`src/rtl/tdm_demux4_pkg.sv`:
```
// Shared types and constants for the 4-slot TDM receive demultiplexer.
package tdm_demux4_pkg;

    // Number of slots per frame and the width of a slot index.
    localparam int NSLOTS = 4;
    localparam int SLOT_W = 2;

    // Index of the slot that completes a frame.
    localparam logic [SLOT_W-1:0] LAST_SLOT = SLOT_W'(NSLOTS - 1);
    localparam logic [SLOT_W-1:0] FIRST_SLOT = '0;

    // Frame alignment state: HUNT waits for a frame_sync beat, LOCKED tracks slots.
    typedef enum logic {
        HUNT   = 1'b0,
        LOCKED = 1'b1
    } state_t;

    // Next slot index with wrap-around after the last slot.
    function automatic logic [SLOT_W-1:0] slot_inc(input logic [SLOT_W-1:0] s);
        return (s == LAST_SLOT) ? FIRST_SLOT : s + SLOT_W'(1);
    endfunction

endpackage

```
`src/rtl/tdm_demux4_slot_ctr.sv`:
```
// Two-bit wrapping slot counter with clear and load-to-1 controls.
module tdm_slot_ctr
    import tdm_demux4_pkg::*;
(
    input  logic              clk,
    input  logic              clear,
    input  logic              load_one,
    input  logic              advance,
    output logic [SLOT_W-1:0] slot
);

    // Clear wins over load, load wins over advance; otherwise the count holds.
    // NOTE: sequential state is assigned with non-blocking (<=) so every
    // register samples pre-edge values regardless of statement order.
    always_ff @(posedge clk) begin
        if (clear) begin
            slot <= FIRST_SLOT;
        end else if (load_one) begin
            slot <= SLOT_W'(1);
        end else if (advance) begin
            slot <= slot_inc(slot);
        end
    end

endmodule

```
`src/rtl/tdm_demux4.sv`:
```
// Receive end of a 4:1 TDM mux: aligns on frame_sync, collects four slots
// into shadow registers and presents a complete frame on y0..y3 at once.
module tdm_demux4
    import tdm_demux4_pkg::*;
#(
    parameter int W = 1
) (
    input  logic              clk,
    input  logic              rst,
    input  logic [W-1:0]      din,
    input  logic              din_valid,
    input  logic              frame_sync,
    output logic [W-1:0]      y0,
    output logic [W-1:0]      y1,
    output logic [W-1:0]      y2,
    output logic [W-1:0]      y3,
    output logic              frame_valid,
    output logic              sync_err,
    output logic [SLOT_W-1:0] slot,
    output logic              locked
);

    state_t              state;
    state_t              state_next;

    logic                ctr_load;
    logic                ctr_adv;
    logic                shadow_we;
    logic [SLOT_W-1:0]   shadow_idx;
    logic                frame_done;
    logic                sync_slip;

    logic [W-1:0]        shadow [NSLOTS];

    // Slot index of the next accepted beat.
    tdm_slot_ctr u_slot_ctr (
        .clk      (clk),
        .clear    (rst),
        .load_one (ctr_load),
        .advance  (ctr_adv),
        .slot     (slot)
    );

    assign locked = (state == LOCKED);

    // Next-state and per-beat control decode.
    // NOTE: every signal gets a default first so no path leaves one
    // unassigned, which would otherwise infer a latch.
    always_comb begin
        state_next = state;
        ctr_load   = 1'b0;
        ctr_adv    = 1'b0;
        shadow_we  = 1'b0;
        shadow_idx = slot;
        frame_done = 1'b0;
        sync_slip  = 1'b0;

        if (din_valid) begin
            unique case (state)
                HUNT: begin
                    // Only a sync beat starts a frame; everything else is dropped.
                    if (frame_sync) begin
                        state_next = LOCKED;
                        ctr_load   = 1'b1;
                        shadow_we  = 1'b1;
                        shadow_idx = FIRST_SLOT;
                    end
                end
                LOCKED: begin
                    shadow_we = 1'b1;
                    if (frame_sync && slot != FIRST_SLOT) begin
                        // Sync arrived mid-frame: drop the partial frame and
                        // restart alignment with this beat as slot 0.
                        sync_slip  = 1'b1;
                        ctr_load   = 1'b1;
                        shadow_idx = FIRST_SLOT;
                    end else begin
                        ctr_adv    = 1'b1;
                        frame_done = (slot == LAST_SLOT);
                    end
                end
                default: begin
                    state_next = HUNT;
                end
            endcase
        end
    end

    // Alignment state register.
    always_ff @(posedge clk) begin
        if (rst) begin
            state <= HUNT;
        end else begin
            state <= state_next;
        end
    end

    // Shadow registers collecting the frame under construction.
    // NOTE: the shadow array is a small register file, not a RAM, so it is
    // cleared on reset along with everything else.
    always_ff @(posedge clk) begin
        if (rst) begin
            for (int i = 0; i < NSLOTS; i++) begin
                shadow[i] <= '0;
            end
        end else if (shadow_we) begin
            shadow[shadow_idx] <= din;
        end
    end

    // Output registers: a whole frame is published at once on the last slot.
    always_ff @(posedge clk) begin
        if (rst) begin
            y0          <= '0;
            y1          <= '0;
            y2          <= '0;
            y3          <= '0;
            frame_valid <= 1'b0;
            sync_err    <= 1'b0;
        end else begin
            frame_valid <= frame_done;
            sync_err    <= sync_slip;
            if (frame_done) begin
                y0 <= shadow[0];
                y1 <= shadow[1];
                y2 <= shadow[2];
                y3 <= din;
            end
        end
    end

endmodule

```
`config.mk`:
```
export PLATFORM = sky130hd
export DESIGN_NAME = tdm_demux4
export DESIGN_NICKNAME = d
export VERILOG_FILES = /design/src/rtl/tdm_demux4_pkg.sv /design/src/rtl/tdm_demux4_slot_ctr.sv /design/src/rtl/tdm_demux4.sv
export SDC_FILE = /design/constraint.sdc
export NUM_CORES = 1
export LEC_CHECK = 0
export BUFFER_PORTS_ARGS = -buffer_cell sky130_fd_sc_hd__buf_2
export CAP_MARGIN = 5
export CORE_AREA = 2 2 39 41
export CTS_CLUSTER_SIZE = 25
export DETAILED_ROUTE_END_ITERATION = 10
export DIE_AREA = 0 0 41 43
export PLACE_DENSITY = 0.69
export SYNTH_ARGS = -nofsm -noshare
export SYNTH_HDL_FRONTEND = slang
export SYNTH_SLANG_ARGS = --single-unit
```
`constraint.sdc`:
```
create_clock -name clk -period 2.12 [get_ports clk]
set_clock_uncertainty 0.15 [all_clocks]
set_input_delay 0.318 -clock clk [delete_from_list [all_inputs] [get_ports clk]]
set_output_delay 0.318 -clock clk [all_outputs]
set_load 0.03 [all_outputs]
```
==> flow_summary.toml <==
[outcome]
status = "finished clean"

[worst_setup_path]
worst-path-buf-inv = 1
end_kind = "register"
cp_slowest_stage_delay_ns = 0.46
cp.arrival_ns = 1.52
critPathKind = "reg2reg"
crit_family = "flip-flops"
crit_path_cell_trace = "inv_1 -> ha_1 -> and2_1 -> o21a_1 -> o21bai_1"
crit_fanout = 7
cp_data_required_time_ns = 1.95
cp_slowest_cell = "dfxtp_1"
critPathLaunchType = "register"

[timing]
fin_crit_ns = 1.69
fin_crit_sh_pct = 79.5
worst_pin_slew_ns = 0.472
tns_ns = 0
setup_viol = 0
fmax_mhz = 593
slew_headroom_pct = 68.2
slew_violations = 0
rsz0062_at_grt = "false"
hold_viol = 0

[power]
total_power_w = 0.000482
ir_worst_vdd_v = 0.000367
p_per_area_mw_per_mm2 = 690
leakage_nw = 0.284

[placed_design]
gp_congestion = 0.725
dp_hpwl_um = 719
numPortBuffers = 13

[detailed_routing]
postRouteAntennaNets = 0
vias = 490
firstDrtPassIters = 4
totalWireLength_um = 1060
viasPerCell = 5.27
drt_iter0_drc = 10
avgRoutedWirePerCell_um = 11.4
drc = 0

[synth]
yosysWarningCount = 0
yosysSeqAreaShare_pct = 44.9
synth_top_area_share_pct = 29.9
ys_seq_elements = 12
avgSynthCellArea_um2 = 9.40
syn_inst = 64
synthTopCellsByArea = "dfxtp_1 30%, edfxtp_1 15%, nand2b_1 8.3%, mux2i_1 6.7%, ha_1 4.2%"
netlist-cell-type-count = 25
synth_nets = 71
synth_top_area_cell = "dfxtp_1"
netlist_area_um2 = 602

[final_layout]
diodes = 0
mostFrequentLayoutCells = "13 x buf_2, 9 x dfxtp_1, 8 x nand2b_1"
nFillCells = 135
final_util_pct = 50.5
final_nets = 85
syn_to_final_growth_pct = 16.0
final_common_cell = "buf_2"
layout-drive-gt1-share_pct = 24.7

[clocking]
clk_pin_slew_worst_paths_ns = 0.08
postCtsSetupBuffers = 0
cts-root-buf = "clkbuf_4"
cts_buffer_depth = 2
cts_buffers = 3
htree_levels = 1
cts_tree = "yes"
cts_sinks = 12
cts_hold_buf = 0
cts_resized = 0
clock_latency_ns = 0.27

[min_path]
hold_path.class = "in2reg"

[global_routing]
grt_usage_pct = 14.7
grt_start_max_net_pins = 19
antenna_found_initial = 0
first_global_vias = 406
grt_pass1_wl_um = 1700
overflow = 0

[floorplan]
die-area_mm2 = 0.00176
initial_core_util_pct = 43.5
fp.dieH_um = 43
ioPinCount = 14
rows = 14
coreArea_mm2 = 0.00138
die_x_um = 41

[flow_run]
max_cap_viol_count = 0
report_power, final:
part	switching [W]	internal, W
Combinational	0.0000288	0.0000196
Sequential	0.00000761	0.000240
Clock	0.0000814	0.000104
Total	0.000118	0.000364
metal layers:
layer / vias up / wire [µm] / GRT usage [%]
met5: - / 0 / 0
met4: 0 / 8 / 8.00
met3: 2 / 77 / 4.71
met1: 221 / 502 / 19.1
met2: 18 / 468 / 20.6
li1: 249 / - / -
cells in the mapped netlist:
cell	n
ha_1	2
a21oi_1	3
buf_2	1
nand2_1	5
a21boi_0	1
clkbuf_2	1
o21bai_1	2
nand2b_2	1
buf_6	1
mux2i_1	4
dfxtp_1	9
nand4_1	1
and2_1	1
inv_1	3
clkbuf_1	1
edfxtp_1	3
o21ai_0	4
and4_1	1
nand2b_1	8
a31o_2	1
nor2b_1	3
nor2_1	1
o21a_1	1
nor3_1	4
nor3b_1	2
cell families after synthesis:
logic type / count (synthesis) / share of synthesized area, %
buffers and inverters: 7 / 6.03
AND/OR/NAND/NOR: 27 / 26.0
multiplexers: 4 / 6.65
AO/OA/AOI/OAI: 12 / 12.3
flip-flops: 12 / 44.9
adder cells (fa/ha/maj): 2 / 4.16
state kept, by name, summed over array words and instances (netlist names):
| name | cells |
|---|---|
| shadow | 3 |
| frame_valid | 1 |
| u_slot_ctr.slot | 2 |
| y0 | 1 |
| locked | 1 |
| sync_err | 1 |
| y2 | 1 |
| y3 | 1 |
| y1 | 1 |
worst reg2reg max path: stages, from the launching register on:
cell	delay [ns]
dfxtp_1	0.46
inv_1	0.07
ha_1	0.21
and2_1	0.16
o21a_1	0.19
o21bai_1	0.15
final cells by class:
class | instances | area, µm² | area share, %
multi-input combinational | 45 | 295 | 42.3
timing repair buffer | 13 | 65.1 | 9.32
clock buffer | 4 | 36.3 | 5.20
tap | 16 | 20.0 | 2.87
inverter | 3 | 11.3 | 1.61
sequential | 12 | 270 | 38.7
path summary, 6_finish.rpt:
path,startpoint,end,slack [ns],cells past startpoint
worst min-delay path,din,y3,0.18,3
worst min register to register,y0,y0,0.33,2
worst max register to register,u_slot_ctr.slot[0],shadow[0],0.43,5
worst max-delay path,u_slot_ctr.slot[0],shadow[0],0.43,5
through the flow:
stage | cell area (µm²) | hold WS, ns | std cells | worst slack [ns]
3_3_place_gp | 662 | 0.307 | 89 | 0.469
6_report | 698 | 0.181 | 93 | 0.434
3_5_place_dp | 662 | 0.322 | 89 | 0.460
2_1_floorplan | 602 | 0.311 | 64 | 0.339
4_1_cts | 698 | 0.181 | 93 | 0.444
5_1_grt | 698 | 0.201 | 93 | 0.358
Power figures use the tool's default switching activity.
